$ cat src/rtl/boot_pkg.sv
// ============================================================================
// boot_pkg
// ----------------------------------------------------------------------------
// Shared definitions for the boot sequencer:
//   - boot_state_e : load FSM states (HEADER, LOAD, CHECK, RUN, ERROR)
//   - BOOT_MAGIC   : value expected in the header magic field
//   - HDR_*        : bit positions of the header fields
//   - header_valid : header acceptance test (magic match and 1 <= N <= max)
// No ports; imported with `import boot_pkg::*;`.
// ============================================================================
package boot_pkg;

    typedef enum logic [2:0] {
        S_HEADER = 3'd0,
        S_LOAD   = 3'd1,
        S_CHECK  = 3'd2,
        S_RUN    = 3'd3,
        S_ERROR  = 3'd4
    } boot_state_e;

    localparam logic [15:0] BOOT_MAGIC = 16'hB007;

    // Header layout: [31:16] magic, [12:0] payload length N. Bits [15:13]
    // are ignored.
    localparam int HDR_MAGIC_HI = 31;
    localparam int HDR_MAGIC_LO = 16;
    localparam int HDR_LEN_HI   = 12;
    localparam int HDR_LEN_LO   = 0;
    localparam int HDR_LEN_W    = HDR_LEN_HI - HDR_LEN_LO + 1;

    // A header is accepted only when the magic matches and the length is
    // non-zero and no larger than the instruction memory allows.
    function automatic logic header_valid(input logic [31:0] hdr,
                                          input int unsigned max_words);
        logic [15:0]          magic;
        logic [HDR_LEN_W-1:0] len;
        magic = hdr[HDR_MAGIC_HI:HDR_MAGIC_LO];
        len   = hdr[HDR_LEN_HI:HDR_LEN_LO];
        return (magic == BOOT_MAGIC) &&
               (len != '0) &&
               ({{(32-HDR_LEN_W){1'b0}}, len} <= max_words);
    endfunction

endpackage

$ cat src/rtl/boot_edge_detect.sv
// ============================================================================
// boot_edge_detect
// ----------------------------------------------------------------------------
// Turns the receiver's word-valid level into a one-cycle accept pulse. The
// previous level is registered; the pulse is high while the level is 1 and
// the registered copy is still 0, so a level held high gives one pulse.
//
// Ports:
//   clk_i     in   clock
//   rst_ni    in   asynchronous active-low reset
//   level_i   in   word-valid level from the receiver
//   pulse_o   out  accept pulse (combinational from level_i and prev_q)
// ============================================================================
module boot_edge_detect (
    input  logic clk_i,
    input  logic rst_ni,
    input  logic level_i,
    output logic pulse_o
);

    logic prev_q;

    always_ff @(posedge clk_i or negedge rst_ni) begin
        if (!rst_ni) begin
            prev_q <= 1'b0;
        end else begin
            prev_q <= level_i;
        end
    end

    assign pulse_o = level_i & ~prev_q;

endmodule

$ cat src/rtl/boot_sequencer.sv
// ============================================================================
// boot_sequencer
// ----------------------------------------------------------------------------
// Holds the CPU in reset while a program image arrives from the serial word
// receiver: header -> N payload words written to instruction memory at
// consecutive addresses -> checksum word (sum of payload mod 2^32). The CPU is
// released only after a matching checksum.
//
// Optional feature macro: BOOT_TIMEOUT_EN
//   defined   : an inter-word timer runs in LOAD/CHECK; reaching
//               TIMEOUT_CYCLES without an accept forces ERROR.
//   undefined : LOAD/CHECK wait indefinitely.
//
// Ports:
//   clk           in   system clock
//   reset         in   asynchronous active-low reset
//   word_ready    in   receiver word-valid level (accept on 0->1)
//   word_data     in   receiver word, stable while word_ready=1
//   start         in   one-cycle reload request (wins over a coincident word)
//   imem_wen      out  one-cycle write strobe, cycle after the accept edge
//   imem_waddr    out  write address
//   imem_wdata    out  write data
//   cpu_reset     out  active-high CPU reset, low only in RUN
//   busy          out  LOAD or CHECK in progress
//   error         out  sticky load failure, cleared by start
//   words_loaded  out  payload words written in the current/last load
//
// Handshake: the receiver presents a word by raising word_ready and keeping
// word_data stable while it is high; exactly one word is taken per rising
// edge of word_ready, and there is no back-pressure toward the receiver.
// All outputs are registers.
// ============================================================================
module boot_sequencer
    import boot_pkg::*;
#(
    parameter int ADDR_W         = 12,
    parameter int DATA_W         = 32,
    parameter int MAX_WORDS      = 4096,
    parameter int TIMEOUT_CYCLES = 1000000
) (
    input  logic              clk,
    input  logic              reset,
    input  logic              word_ready,
    input  logic [DATA_W-1:0] word_data,
    input  logic              start,
    output logic              imem_wen,
    output logic [ADDR_W-1:0] imem_waddr,
    output logic [DATA_W-1:0] imem_wdata,
    output logic              cpu_reset,
    output logic              busy,
    output logic              error,
    output logic [ADDR_W:0]   words_loaded
);

    localparam int CNT_W = ADDR_W + 1;

    // Elaboration-time sanity checks on the configuration.
    if (DATA_W < 32) begin : g_bad_data_w
        $error("boot_sequencer: DATA_W must be at least 32 to hold a header");
    end
    if (MAX_WORDS < 1 || MAX_WORDS > (1 << ADDR_W)) begin : g_bad_max_words
        $error("boot_sequencer: MAX_WORDS must be in 1..2**ADDR_W");
    end
    if (TIMEOUT_CYCLES < 2) begin : g_bad_timeout
        $error("boot_sequencer: TIMEOUT_CYCLES must be at least 2");
    end

    // ------------------------------------------------------------------
    // Accept pulse
    // ------------------------------------------------------------------
    logic accept;

    boot_edge_detect u_edge (
        .clk_i   (clk),
        .rst_ni  (reset),
        .level_i (word_ready),
        .pulse_o (accept)
    );

    // ------------------------------------------------------------------
    // State and datapath registers
    // ------------------------------------------------------------------
    boot_state_e       state_q, state_d;
    logic [CNT_W-1:0]  cnt_q, cnt_d;      // address counter == words written
    logic [CNT_W-1:0]  len_q, len_d;      // latched payload length N
    logic [31:0]       csum_q, csum_d;    // running payload sum mod 2^32
    logic              wen_q, wen_d;
    logic [ADDR_W-1:0] waddr_q, waddr_d;
    logic [DATA_W-1:0] wdata_q, wdata_d;
    logic              cpu_reset_q, busy_q, error_q;

    logic [CNT_W-1:0]  cnt_inc;
    logic              hdr_ok;
    logic              tmo_hit;

    assign cnt_inc = cnt_q + CNT_W'(1);
    assign hdr_ok  = header_valid(word_data[31:0], MAX_WORDS);

    // ------------------------------------------------------------------
    // Optional inter-word timeout
    // ------------------------------------------------------------------
`ifdef BOOT_TIMEOUT_EN
    localparam int TMO_W = $clog2(TIMEOUT_CYCLES + 1);

    logic [TMO_W-1:0] tmo_q, tmo_d;

    // Runs only while waiting for a word in LOAD/CHECK. Outside those states
    // it stays at zero, so the entry into LOAD starts from a cleared count.
    always_comb begin
        tmo_d = '0;
        if ((state_q == S_LOAD || state_q == S_CHECK) && !accept && !start) begin
            tmo_d = tmo_q + TMO_W'(1);
        end
    end

    always_ff @(posedge clk or negedge reset) begin
        if (!reset) begin
            tmo_q <= '0;
        end else begin
            tmo_q <= tmo_d;
        end
    end

    assign tmo_hit = (tmo_q >= TMO_W'(TIMEOUT_CYCLES));
`else
    assign tmo_hit = 1'b0;
`endif

    // ------------------------------------------------------------------
    // Next-state / datapath logic
    // ------------------------------------------------------------------
    always_comb begin
        state_d = state_q;
        cnt_d   = cnt_q;
        len_d   = len_q;
        csum_d  = csum_q;
        wen_d   = 1'b0;
        waddr_d = waddr_q;
        wdata_d = wdata_q;

        if (start) begin
            // A reload from any state; a word accepted in the same cycle is
            // dropped. Memory already written is left as is.
            state_d = S_HEADER;
        end else begin
            unique case (state_q)
                S_HEADER: begin
                    if (accept) begin
                        if (hdr_ok) begin
                            len_d   = CNT_W'(word_data[HDR_LEN_HI:HDR_LEN_LO]);
                            cnt_d   = '0;
                            csum_d  = '0;
                            state_d = S_LOAD;
                        end else begin
                            state_d = S_ERROR;
                        end
                    end
                end

                S_LOAD: begin
                    if (accept) begin
                        wen_d   = 1'b1;
                        waddr_d = cnt_q[ADDR_W-1:0];
                        wdata_d = word_data;
                        csum_d  = csum_q + word_data[31:0];
                        cnt_d   = cnt_inc;
                        // cnt_q is one bit wider than the address, so N equal
                        // to the full memory size ends at 2**ADDR_W without
                        // wrapping back to address 0.
                        if (cnt_inc == len_q) begin
                            state_d = S_CHECK;
                        end
                    end else if (tmo_hit) begin
                        state_d = S_ERROR;
                    end
                end

                S_CHECK: begin
                    if (accept) begin
                        state_d = (word_data[31:0] == csum_q) ? S_RUN : S_ERROR;
                    end else if (tmo_hit) begin
                        state_d = S_ERROR;
                    end
                end

                S_RUN:   state_d = S_RUN;
                S_ERROR: state_d = S_ERROR;

                default: state_d = S_HEADER;
            endcase
        end
    end

    // ------------------------------------------------------------------
    // Registers. Status outputs are registered from the next state so they
    // change in the same cycle the FSM moves (e.g. cpu_reset falls in the
    // cycle after the edge that samples a matching checksum).
    // ------------------------------------------------------------------
    always_ff @(posedge clk or negedge reset) begin
        if (!reset) begin
            state_q     <= S_HEADER;
            cnt_q       <= '0;
            len_q       <= '0;
            csum_q      <= '0;
            wen_q       <= 1'b0;
            waddr_q     <= '0;
            wdata_q     <= '0;
            cpu_reset_q <= 1'b1;
            busy_q      <= 1'b0;
            error_q     <= 1'b0;
        end else begin
            state_q     <= state_d;
            cnt_q       <= cnt_d;
            len_q       <= len_d;
            csum_q      <= csum_d;
            wen_q       <= wen_d;
            waddr_q     <= waddr_d;
            wdata_q     <= wdata_d;
            cpu_reset_q <= (state_d != S_RUN);
            busy_q      <= (state_d == S_LOAD) || (state_d == S_CHECK);
            error_q     <= (state_d == S_ERROR);
        end
    end

    assign imem_wen     = wen_q;
    assign imem_waddr   = waddr_q;
    assign imem_wdata   = wdata_q;
    assign cpu_reset    = cpu_reset_q;
    assign busy         = busy_q;
    assign error        = error_q;
    assign words_loaded = cnt_q;

endmodule

$ cat config.mk
export PLATFORM = sky130hd
export DESIGN_NAME = boot_sequencer
export DESIGN_NICKNAME = d
export VERILOG_FILES = /design/src/rtl/boot_pkg.sv /design/src/rtl/boot_edge_detect.sv /design/src/rtl/boot_sequencer.sv
export SDC_FILE = /design/constraint.sdc
export NUM_CORES = 1
export LEC_CHECK = 0
export ABC_AREA = 1
export CORE_MARGIN = 1
export CORE_UTILIZATION = 54
export CTS_BUF_LIST = sky130_fd_sc_hd__clkbuf_4
export CTS_CLUSTER_DIAMETER = 80
export DETAILED_ROUTE_END_ITERATION = 6
export GPL_TIMING_DRIVEN = 0
export PLACE_DENSITY_LB_ADDON = 0.25
export SLEW_MARGIN = 20
export SYNTH_ARGS = -nofsm -noshare
export SYNTH_HDL_FRONTEND = slang
export SYNTH_SLANG_ARGS = --single-unit
$ cat constraint.sdc
create_clock -name clk -period 2.7 [get_ports clk]
set_input_delay 0.54 -clock clk [delete_from_list [all_inputs] [get_ports clk]]
set_output_delay 0.54 -clock clk [all_outputs]
set_load 0.01 [all_outputs]
# Word level (Yosys, flattened, before mapping)
# Index checks and enable logic that the tools add are counted.
# W data, S select, Z words.
totals:
  reg_bits: 110
  in_bits: 36
  out_inout_bits: 61
  word_cells: 59
classes:
  add_sub_neg: 2
  magnitude_cmp: 1
  n_eq_ne: 14
  mux: 19
  bitwise: 3
  n_reduce_logical: 9
ops:
  columns: ["cell", "count"]
  rows:
  - ["$mux W32", 3]
  - ["$pmux W32 S2", 1]
  - ["$mux W13", 3]
  - ["$add A32 B32 Y32", 1]
  - ["$eq A32 B32 Y1", 1]
  - ["$pmux W13 S2", 1]
  - ["$mux W3", 7]
  - ["$eq A16 B16 Y1 const B", 1]
  - ["$pmux W3 S5", 1]
  - ["$add A13 B1 Y13 const B", 1]
  - ["$eq A13 B13 Y1", 1]
  - ["$le A13 B13 Y1 const B", 1]
  - ["$reduce_bool A13 Y1", 1]
  - ["$eq A3 B2 Y1 const B", 3]
  - ["$eq A3 B1 Y1 const B", 2]
  - ["$eq A3 B3 Y1 const B", 2]
  - ["$ne A2 B2 Y1 const B", 3]
  - ["$reduce_and A5 Y1", 1]
  - ["$reduce_and A4 Y1", 1]
  - ["$logic_not A3 Y1", 1]
  - ["$mux W1", 3]
  - ["$ne A3 B2 Y1 const B", 1]
  - ["$reduce_and A3 Y1", 1]
  - ["$logic_and A1 B1 Y1", 2]
  - ["4 further kinds", 5]

# Logic depth before layout (Yosys ltp)
# Gate-level depths: netlist of the first run.
depth:
  word_depth: 9
  ltp_mapped: 17
  ltp_nobuf: 16

# Modules after synthesis
# From an unflattened synthesis of the first run, not the netlist that was laid out.
unflattened:
  cells_unflattened: 879
  area_unflattened_um2: 6592.6
by_module_without_submodules:
  columns: ["mod", "instances", "cells_each", "area_each_um2", "seq_area_each_um2"]
  rows:
  - ["boot_sequencer", 1, 876, 6557.5, 2728.9]
  - ["boot_edge_detect", 1, 3, 35.0, 25.0]

# Worst setup path before layout of the first run
# OpenSTA, ideal clock, no wires.
synth_timing:
  path_kind: "input to register"
  startpoint: "input word_data[0]"
  endpoint: "register csum_q[20]"
  setup_ns: 0.118
  t_arrival_ns: 2.132
  t_required_ns: 2.582
  slack_ns: 0.450
  stages: 12
  n_path_buf: 0
  path_cell_list: "ha_1 -> fa_1 -> nand2_1 -> nand2_1 -> o21ai_0 -> o21ai_2 -> a21oi_1 -> o21bai_1 -> nand3_1 -> nand3b_1 -> nand3_1 -> nand2_1"
synth_via:
  elab_chain_len: 5
  word_cells_on_any_way: 9
  cone_classes: "add/sub (1); order compare (1); eq/ne (1); mux (2); reduce/logical (4)"
synth_rtl:
  columns: ["element", "line_no", "rtl"]
  rows:
  - ["start, declared", "boot_sequencer.sv:44", "input logic [DATA_W-1:0] word_data,"]
  - ["branches (longest 5 deep; another with $add A32 B32 Y32)", null, null]
  - ["end signal, assigned", "boot_sequencer.sv:215", "csum_q <= csum_d;"]
  - ["end, declared", "boot_sequencer.sv:86", "logic [31:0] csum_q, csum_d;"]
# Parallel ways; which one is timed is not known. The select of a mux whose other input is x is not followed.
# A chain may end at the register's enable or synchronous reset.

# Worst setup path after layout of the first run
layout_timing:
  startpoint: "input word_data[0]"
  endpoint: "register csum_q[24]"
# Same word-level chain as after synthesis.

==> out/qor.csv, run 1 <==
metric;value;unit
Worst VDD drop;0.000319;V
synth warn;0;
top cells by count, synth;nand2_1 (297), dfrtp_1 (109), inv_1 (98);
RSZ-0062 raised after global routing;false;
Buf+Inv Stages, Crit Path;1;
H-tree level count;3;
Netlist cell types;47;
Layout area overhead;19.7;%
crit-path most repeated cell;nand2_1;
Synth Cell Area;0.00686;mm²
Final Cycle Share;94.4;%
FF/Latch Area;0.00275;mm²
Die Footprint;0.0132;mm²
Sw Ratio;28.7;%
clock power share;30.5;%
Initial Util;56.2;%
Max Fanout on Critical Path;5;
Yosys reg bits;110;
global-route wire length before repair;30900;µm
M1 wire length;9270;µm
Syn Inst Count;954;
design area;0.00821;mm²
DIE HEIGHT;115;µm
top area cells in the synthesized netlist;dfrtp_1 (40%), nand2_1 (16%), o21ai_0 (6.2%);
crit end category;flip-flop;
syn_area_per_cell;7.19;µm²
Top Metal Used;met4;
routability cong.;0.985;
DRT iter0 DRCs;567;
via count;6772;
startpoint types;input port;
Cell Area, Placed;0.00806;mm²
WP data required;3150;ps
Int Power;0.00195;W
endpoints failing setup;0;
syn nets;1023;
global route overflow;0;
I/O pin count;97;
CTS tree;built;
DPL Wire Length;15200;µm
number of hold violations in the final report;0;
initial antenna violation count;0;
Hold Crit Class;in2reg;
Sequential Power Share;60.4;%
most common cell in the netlist;nand2_1;
DRC;0;
vias in the first global route;6014;
Worst Setup SP;word_data[0];
pin count of the biggest net entering global routing;57;
Pleak;4.23;nW
WP data arrival;3000;ps
number of routed nets with antenna violations;0;
ys async rst share;100;%
GRT Overall Usage;30.9;%
minimum clock period;2550;ps
I/O Buffers;96;
Post-Route Setup TNS;0;ps
number of diodes;0;
worst setup margin;151;ps
DIE WIDTH;115;µm
pwr/cell area;333;mW/mm²
slew at the pin with the worst max-slew slack;669;ps
number of filler cells placed in the layout;1105;
cell class contributing the biggest share of worst-path delay;compound AO/OA/AOI/OAI gates;
Psw;0.000785;W
share of the synthesized area in the top cell type;39.8;%
slowest CP cell;clkdlybuf4s50_1;
Sink Count;110;
logic gate share of total power;9.1;%
sequential element share of the synthesized area;40.1;%
Synth area leader;dfrtp_1;
Hold Crit Start;word_ready;
Root Buffer Master;clkbuf_4;
crit-path max cell delay;520;ps
clock skew;19.6;ps
reg2reg start;csum_q[0];
vias per cell;5.48;
Final Util;67.3;%
max-cap violations;0;
Final Slew Violations;0;
area used by multi-input combinational logic;0.00361;mm²
maximum clock path buffer count;2;
layout cell share with drive strength beyond 1;4.31;%
Clk Latency, worst-skew pair;530;ps
outcome;complete, no violations;
CP Cell Sequence;clkdlybuf4s50_1 > ha_1 > fa_1 > nand2_1 > nand2_1 > o21ai_0 > o21ai_2 > a21oi_2 > o21ai_1 > nand3_1 > nand2_1 > nand2_1 > nand3_1 > nand2_1;
clock buffer count from CTS;9;
Final #Nets;1132;
pre-CTS setup slack;-465;ps
Site Rows;40;
CTS clock-pin slew for the worst setup and hold paths;200;ps
ys flop type;dfrtp_1;
met3 wire length;1170;µm
EDFF count, synth;0;
Critical Setup Path Class;in2reg;
WL met2;8540;µm
Max Fclk;392;MHz
WL final;19300;µm
Core ar.;0.0122;mm²
Routed WL per cell;15.6;µm
Slew Limit Headroom;55.4;%
drt pass-1 iters;6;
==> repair_timing <==
| action | in CTS | in global routing |
|---|---|---|
| hold endpoints to repair | 55 | 0 |
| setup buffers | 0 | 0 |
| hold buffers | 1 | 0 |
| gates resized for setup | 0 | 4 |
| endpoints found under the setup margin | 0 | 6 |
==> flip-flops by register name, summed over array words and instances (netlist names), 3 cells and up <==
register	count
state_q	3
len_q	13
imem_waddr	12
words_loaded	13
imem_wdata	32
csum_q	32
==> metal layers <==
layer	GRT usage [%]	up-vias
li1	-	3367
met1	45.1	3175
met2	47.3	205
met3	5.40	25
met4	8.92	0
met5	0	-
==> cell type report <==
cell class,instances,share of cell area (%)
multi-input cells,720,43.9
flip-flops and latches,110,33.5
repair buffers,98,12.2
inverters,100,4.57
well taps,168,2.56
plain buffers,24,1.58
clock buffers,9,0.823
clock inverters,7,0.823
==> worst reg2reg max path: cells and delay by family, from the launching register on <==
family                   cells  cell delay [ps]
AND/OR/NAND/NOR              7              580
flip-flops                   1              420
AO/OA/AOI/OAI                4              800
adder cells (fa/ha/maj)      2              600
==> final timing paths <==
| check | end | slack (ps) | depth (start not counted) |
|---|---|---|---|
| setup / recovery | csum_q[24] | 150 | 14 |
| hold / removal | u_edge.prev_q | 490 | 1 |
| setup reg to reg | csum_q[24] | 300 | 13 |
| hold reg to reg | csum_q[12] | 500 | 2 |
| max in group asynchronous | cpu_reset | 1490 | 3 |
| min in group asynchronous | imem_waddr[2] | 520 | 2 |
==> power groups by stage <==
stage / sequential (W) / combinational, W / clock, W
final: 0.00165 / 0.000249 / 0.000837
after global routing: 0.00165 / 0.000277 / 0.000902
after floorplan: 0.00168 / 0.000102 / 0
after global placement: 0.00168 / 0.000239 / 0
after CTS: 0.00165 / 0.000247 / 0.000851
after detailed placement: 0.00168 / 0.000245 / 0
==> cell usage in the layout, fill, tap and decap left out, types with 5 or more instances in the layout <==
cell type / instances
nand3_1: 64
clkbuf_1: 14
o21a_1: 5
dfrtp_1: 109
inv_1: 98
a21o_1: 8
nor2_1: 88
a21oi_1: 47
o21ai_1: 14
nor4_1: 9
ha_1: 32
nand4_1: 13
nand2_1: 297
o21ai_0: 85
clkbuf_4: 9
nor3_1: 9
clkdlybuf4s50_1: 95
nand3b_1: 5
==> cell families after synthesis <==
kind of cell | count (synthesis) | synth area share [%]
AOI/OAI and AO/OA | 183 | 14.7
xor gates and xnor gates | 5 | 0.638
adders and majority gates | 33 | 6.13
buffers and inverters | 124 | 7.35
DFF | 110 | 40.1
and+or+nand+nor | 499 | 31.0
==> per-stage QoR <==
stage	cells	hold WS, ps	total power (W)
3_5_place_dp	1219	465	0.00193
5_1_grt	1236	452	0.00283
3_3_place_gp	1218	460	0.00192
2_1_floorplan	954	244	0.00179
6_report	1236	487	0.00274
4_1_cts	1236	456	0.00275
Note: power is estimated with default switching activity, not from simulation.
==> inputs of run 2 (changes only) <==
CORE_MARGIN = 8   (was 1)
SKIP_LAST_GASP = 1   (was unset)
==> out/qor.csv, run 2 (same netlist as run 1, synthesis figures left out) <==
metric;value;unit;change
drt pass-1 iters;6;;unchanged
Root Buffer Master;clkbuf_4;;
total design power;0.00277;W;+1.3%
pin count of the biggest net entering global routing;62;;+8.8%
Max Fclk;396;MHz;+0.94%
Clk Latency, worst-skew pair;500;ps;-30 ps
worst flop-to-flop path endpoint;csum_q[24];;
Layout area overhead;19.9;%;
layout cell share with drive strength beyond 1;4.31;%;unchanged
WL final;20300;µm;+5.6%
GRT Overall Usage;25.4;%;-5.6 points
DRC;0;;unchanged
number of routed nets with antenna violations;0;;unchanged
H-tree level count;3;;unchanged
clock buffer count from CTS;9;;unchanged
crit end category;flip-flop;;
outcome;complete, no violations;;
Final Slew Violations;0;;unchanged
CTS tree;built;;
maximum clock path buffer count;2;;unchanged
GR Util met1;33.4;%;-12 points
most crowded layer after global routing;met2;;
WHS Path Cells;2;;+1
max-cap violations;0;;unchanged
slew at the pin with the worst max-slew slack;692;ps;+23.4 ps
crit-path most repeated cell;nand2_1;;
clock skew;17.5;ps;-2.11 ps
number of hold violations in the final report;0;;unchanged
pwr/cell area;337;mW/mm²;+1.1%
leading cell type in the layout, fill and taps excluded;nand2_1;;
met3 Usage GRT;4.22;%;-1.2 points
global-route wire length before repair;32900;µm;+6.6%
WHS;500;ps;+13.2 ps
Initial Util;54.8;%;-1.4 points
Critical Setup Path Class;in2reg;;
Hold Crit Class;reg2reg;;
endpoints failing setup;0;;unchanged
startpoint types;input port;;
Max Fanout on Critical Path;8;;+3
WP data required;3110;ps;-40 ps
DPL Wire Length;16100;µm;+5.4%
I/O pin count;97;;unchanged
most frequent cells in the layout;nand2_1 (297), dfrtp_1 (109), inv_1 (98);;
cell class contributing the biggest share of worst-path delay;simple AND/OR/NAND/NOR gates;;
RSZ-0062 raised after global routing;false;;
Final #Nets;1132;;unchanged
Site Rows;41;;+2.5%
Worst VDD drop;0.000204;V;-36%
DIE WIDTH;129;µm;+12%
Buf+Inv Stages, Crit Path;2;;+1
crit-path max cell delay;540;ps;+20 ps
Pleak;4.23;nW;+0.14%
number of diodes;0;;unchanged
reg2reg start;csum_q[0];;
vias per cell;5.51;;+0.49%
initial antenna violation count;0;;unchanged
I/O Buffers;96;;unchanged
CP Cell Sequence;clkdlybuf4s50_1 > ha_1 > clkbuf_1 > nand2_1 > nor2_1 > nand2_1 > o21ai_1 > nand3_1 > nand2_1 > nand2_1 > nand3_1 > nand2_1;;
met2 GRT Util;41.0;%;-6.3 points
Routed WL per cell;16.4;µm;+5.3%
CTS clock-pin slew for the worst setup and hold paths;170;ps;-30 ps
Core ar.;0.0125;mm²;+2.5%
Slew Limit Headroom;53.9;%;-1.6 points
Die Footprint;0.0166;mm²;+26%
WP data arrival;2930;ps;-70 ps
Worst Hold Path EP;imem_wdata[25];;
Register-to-Register Path Depth;13;;unchanged
Hold Crit Start;imem_wdata[25];;
routability cong.;0.987;;+0.26%
Final Util;65.7;%;-1.5 points
DIE HEIGHT;129;µm;+12%
Sink Count;110;;unchanged
global route overflow;0;;unchanged
vias in the first global route;6503;;+8.1%
via count;6827;;+0.81%
Final Cycle Share;93.5;%;-0.88 points
minimum clock period;2520;ps;-23.8 ps
DRT iter0 DRCs;549;;-3.2%
slowest CP cell;clkdlybuf4s50_1;;
Reg2Reg Setup Slack;310;ps;about the same
-- run 2: changes by cell type in the layout (fill, tap and decap cells not counted), sizes merged --
cell and change:
clkinv +1, inv -2, bufinv +1
-- run 2: final cells by class --
type / instances / area [µm²]
inverter: 100 / 375
tap: 172 / 215
multi-input combinational: 720 / 3610
buffer: 24 / 131
clock inverter: 7 / 73.8
clock buffer: 9 / 67.6
fill: 1167 / 4290
sequential: 110 / 2750
timing repair buffer: 98 / 1000
-- run 2: timing repair --
action | in CTS | in global routing
setup endpoints to repair | 0 | 7
gates resized for setup | 0 | 6
hold endpoints to repair | 49 | 0
hold buffers | 1 | 0
buffers inserted | 0 | 0
-- run 2: worst max path at each step --
stage                          from  cells after the start         end  slack [ps]
CTS                    word_data[0]                     14  csum_q[20]         150
finish                word_data[13]                     12  csum_q[24]         180
global route        words_loaded[0]                     14        busy          60
global placement              reset                      1    imem_wen       -3150
floorplan              word_data[0]                     12  csum_q[20]         450
detailed placement     word_data[0]                     14  csum_q[20]        -400
-- run 2: through the flow --
step	cells	instance area [µm²]	setup TNS (ps)	worst slack (ps)
2_1_floorplan	954	6860	0	450
3_3_place_gp	1222	8040	-362490	-3150
3_5_place_dp	1223	8070	-19430	-403
4_1_cts	1240	8220	0	151
5_1_grt	1240	8230	0	60.3
6_report	1240	8230	0	175
-- run 2: worst min-delay path, stage by stage (launching register included) --
cell and delay [ps]:
dfrtp_1 380, nand2_1 50, nand2_1 50
-- run 2: power breakdown --
| part | internal, W | total, W | leakage [nW] | switching, W |
|---|---|---|---|---|
| registers | 0.00165 | 0.00165 | 1.46 | 0.00000212 |
| logic | 0.0000910 | 0.000249 | 2.70 | 0.000158 |
| clock network | 0.000286 | 0.000872 | 0.0731 | 0.000585 |
-- run 2: layer usage --
layer	routed length (µm)	share of wire, %
met1	9150	45
met5	0	0
met4	622	3.1
met2	9390	46
met3	1180	5.8
==> inputs of run 3 (changes only) <==
CTS_CLUSTER_DIAMETER = 150   (was 80)
SETUP_SLACK_MARGIN = 0.4   (was unset)
TNS_END_PERCENT = 30   (was unset)
==> out/qor.csv, run 3 (same netlist as run 1, synthesis figures left out) <==
metric;value;unit;change
Worst VDD drop;0.000171;V;-16%
logic gate share of total power;9.5;%;+0.5 points
I/O Buffers;96;;unchanged
Max Fclk;450;MHz;+14%
Critical Setup Path Class;in2reg;;
vias per cell;5.55;;+0.76%
startpoint types;input port;;
DIE HEIGHT;129;µm;unchanged
clock buffer count from CTS;9;;unchanged
drt pass-1 iters;5;;-1
RSZ-0062 raised after global routing;true;;
H-tree level count;3;;unchanged
endpoints failing setup;0;;unchanged
slew at the pin with the worst max-slew slack;664;ps;-28.1 ps
pwr/cell area;330;mW/mm²;-2.3%
number of diodes;0;;unchanged
Sink Count;110;;unchanged
Int Power;0.00203;W;+0.31%
Non-Filler Instances;1247;;+0.56%
WHS;408;ps;-91.9 ps
WP data required;3150;ps;+40 ps
Core ar.;0.0125;mm²;unchanged
leading cell type in the layout, fill and taps excluded;nand2_1;;
number of hold violations in the final report;0;;unchanged
Root Buffer Master;clkbuf_4;;
layout cell share with drive strength beyond 1;8.56;%;+4.3 points
pin count of the biggest net entering global routing;62;;unchanged
DIE WIDTH;129;µm;unchanged
clock power share;31.4;%;about the same
DRT iter0 DRCs;517;;-5.8%
initial antenna violation count;0;;unchanged
GR Util met1;33.5;%;+0.10 points
Final Cycle Share;82.3;%;-11 points
I/O pin count;97;;unchanged
Layout area overhead;23.8;%;
Psw;0.000765;W;+2.5%
Sequential Power Share;59.1;%;-0.5 points
DRC;0;;unchanged
Hold Crit Class;in2reg;;
minimum clock period;2220;ps;-304 ps
GRT Overall Usage;25.4;%;+0.027 points
Final Util;67.9;%;+2.1 points
via count;6918;;+1.3%
routability cong.;0.987;;unchanged
vias in the first global route;6506;;+0.046%
outcome;complete, no violations;;
number of routed nets with antenna violations;0;;unchanged
CTS clock-pin slew for the worst setup and hold paths;170;ps;about the same
Site Rows;41;;unchanged
most frequent cells in the layout;nand2_1 (293), dfrtp_1 (107), inv_1 (97);;
CTS tree;built;;
met3 Usage GRT;4.14;%;-0.083 points
Clk Latency, worst-skew pair;500;ps;about the same
WL final;20900;µm;+2.6%
Slew Limit Headroom;55.7;%;+1.9 points
Final Slew Violations;0;;unchanged
Pleak;4.33;nW;+2.3%
maximum clock path buffer count;2;;unchanged
Die Footprint;0.0166;mm²;unchanged
Initial Util;54.8;%;unchanged
crit end category;flip-flop;;
global route overflow;0;;unchanged
most crowded layer after global routing;met2;;
global-route wire length before repair;32900;µm;about the same
Routed WL per cell;16.7;µm;+2.1%
Max Fanout on Critical Path;10;;+2
DPL Wire Length;16100;µm;unchanged
clock skew;11.1;ps;-6.42 ps
Sw Ratio;27.3;%;+0.43 points
met2 GRT Util;41.1;%;+0.092 points
WP data arrival;2670;ps;-260 ps
placed insts;1223;;unchanged
Final #Nets;1139;;+0.62%
Post-Route Setup TNS;0;ps;unchanged
max-cap violations;0;;unchanged
==> run 3: worst max-delay path, cell delays in order <==
cell,delay (ps)
clkdlybuf4s50_1,480
inv_1,50
nor2_2,220
inv_1,210
nor2_1,130
nand2_1,200
inv_1,220
clkbuf_1,420
nand2_1,120
nand2_1,80
==> run 3: per-layer routing <==
layer / part of all wire, % / wire [µm]
met5: 0 / 0
met4: 2.6 / 550
met3: 6.9 / 1440
met2: 47 / 9800
met1: 43 / 9080
==> run 3: timing repair <==
action,in CTS,in global routing
buffers inserted,0,7
endpoints found under the setup margin,63,81
endpoints found under the hold margin,49,0
gates cloned,0,0
gates resized for setup,5,73
hold buffers,1,0
pin swaps,0,5
==> run 3: worst paths after layout <==
kind                                start              to  slack [ps]  depth (start not counted)
max in group asynchronous           reset       cpu_reset        1450                          3
hold reg to reg            imem_wdata[25]  imem_wdata[25]         500                          2
setup / recovery               word_ready  imem_wdata[13]         480                         10
min in group asynchronous           reset       csum_q[7]         530                          2
hold / removal               word_data[0]        len_q[0]         410                          3
setup reg to reg                csum_q[0]      csum_q[20]         520                         12
==> run 3: power groups by stage <==
stage | registers [W] | logic [W] | clock network, W
6_report | 0.00165 | 0.000265 | 0.000880
5_1_grt | 0.00165 | 0.000293 | 0.000944
4_1_cts | 0.00165 | 0.000248 | 0.000885
3_5_place_dp | 0.00168 | 0.000246 | 0
3_3_place_gp | 0.00168 | 0.000239 | 0
2_1_floorplan | 0.00168 | 0.000102 | 0
==> run 3: area by class of cell <==
class,count,area (µm²)
flip-flops and latches,110,2760
multi-input cells,720,3790
repair buffers,105,1070
inverters,100,375
plain buffers,24,151
well taps,172,215
fillers,1120,4020
clock inverters,7,73.8
clock buffers,9,67.6
==> run 3: through the flow <==
stage	total power [W]	cell area [µm²]	setup WS, ps
finish	0.00280	8490	479
global route	0.00289	8490	350
CTS	0.00279	8230	279
detailed placement	0.00193	8070	-403
global placement	0.00192	8040	-3150
floorplan	0.00179	6860	450
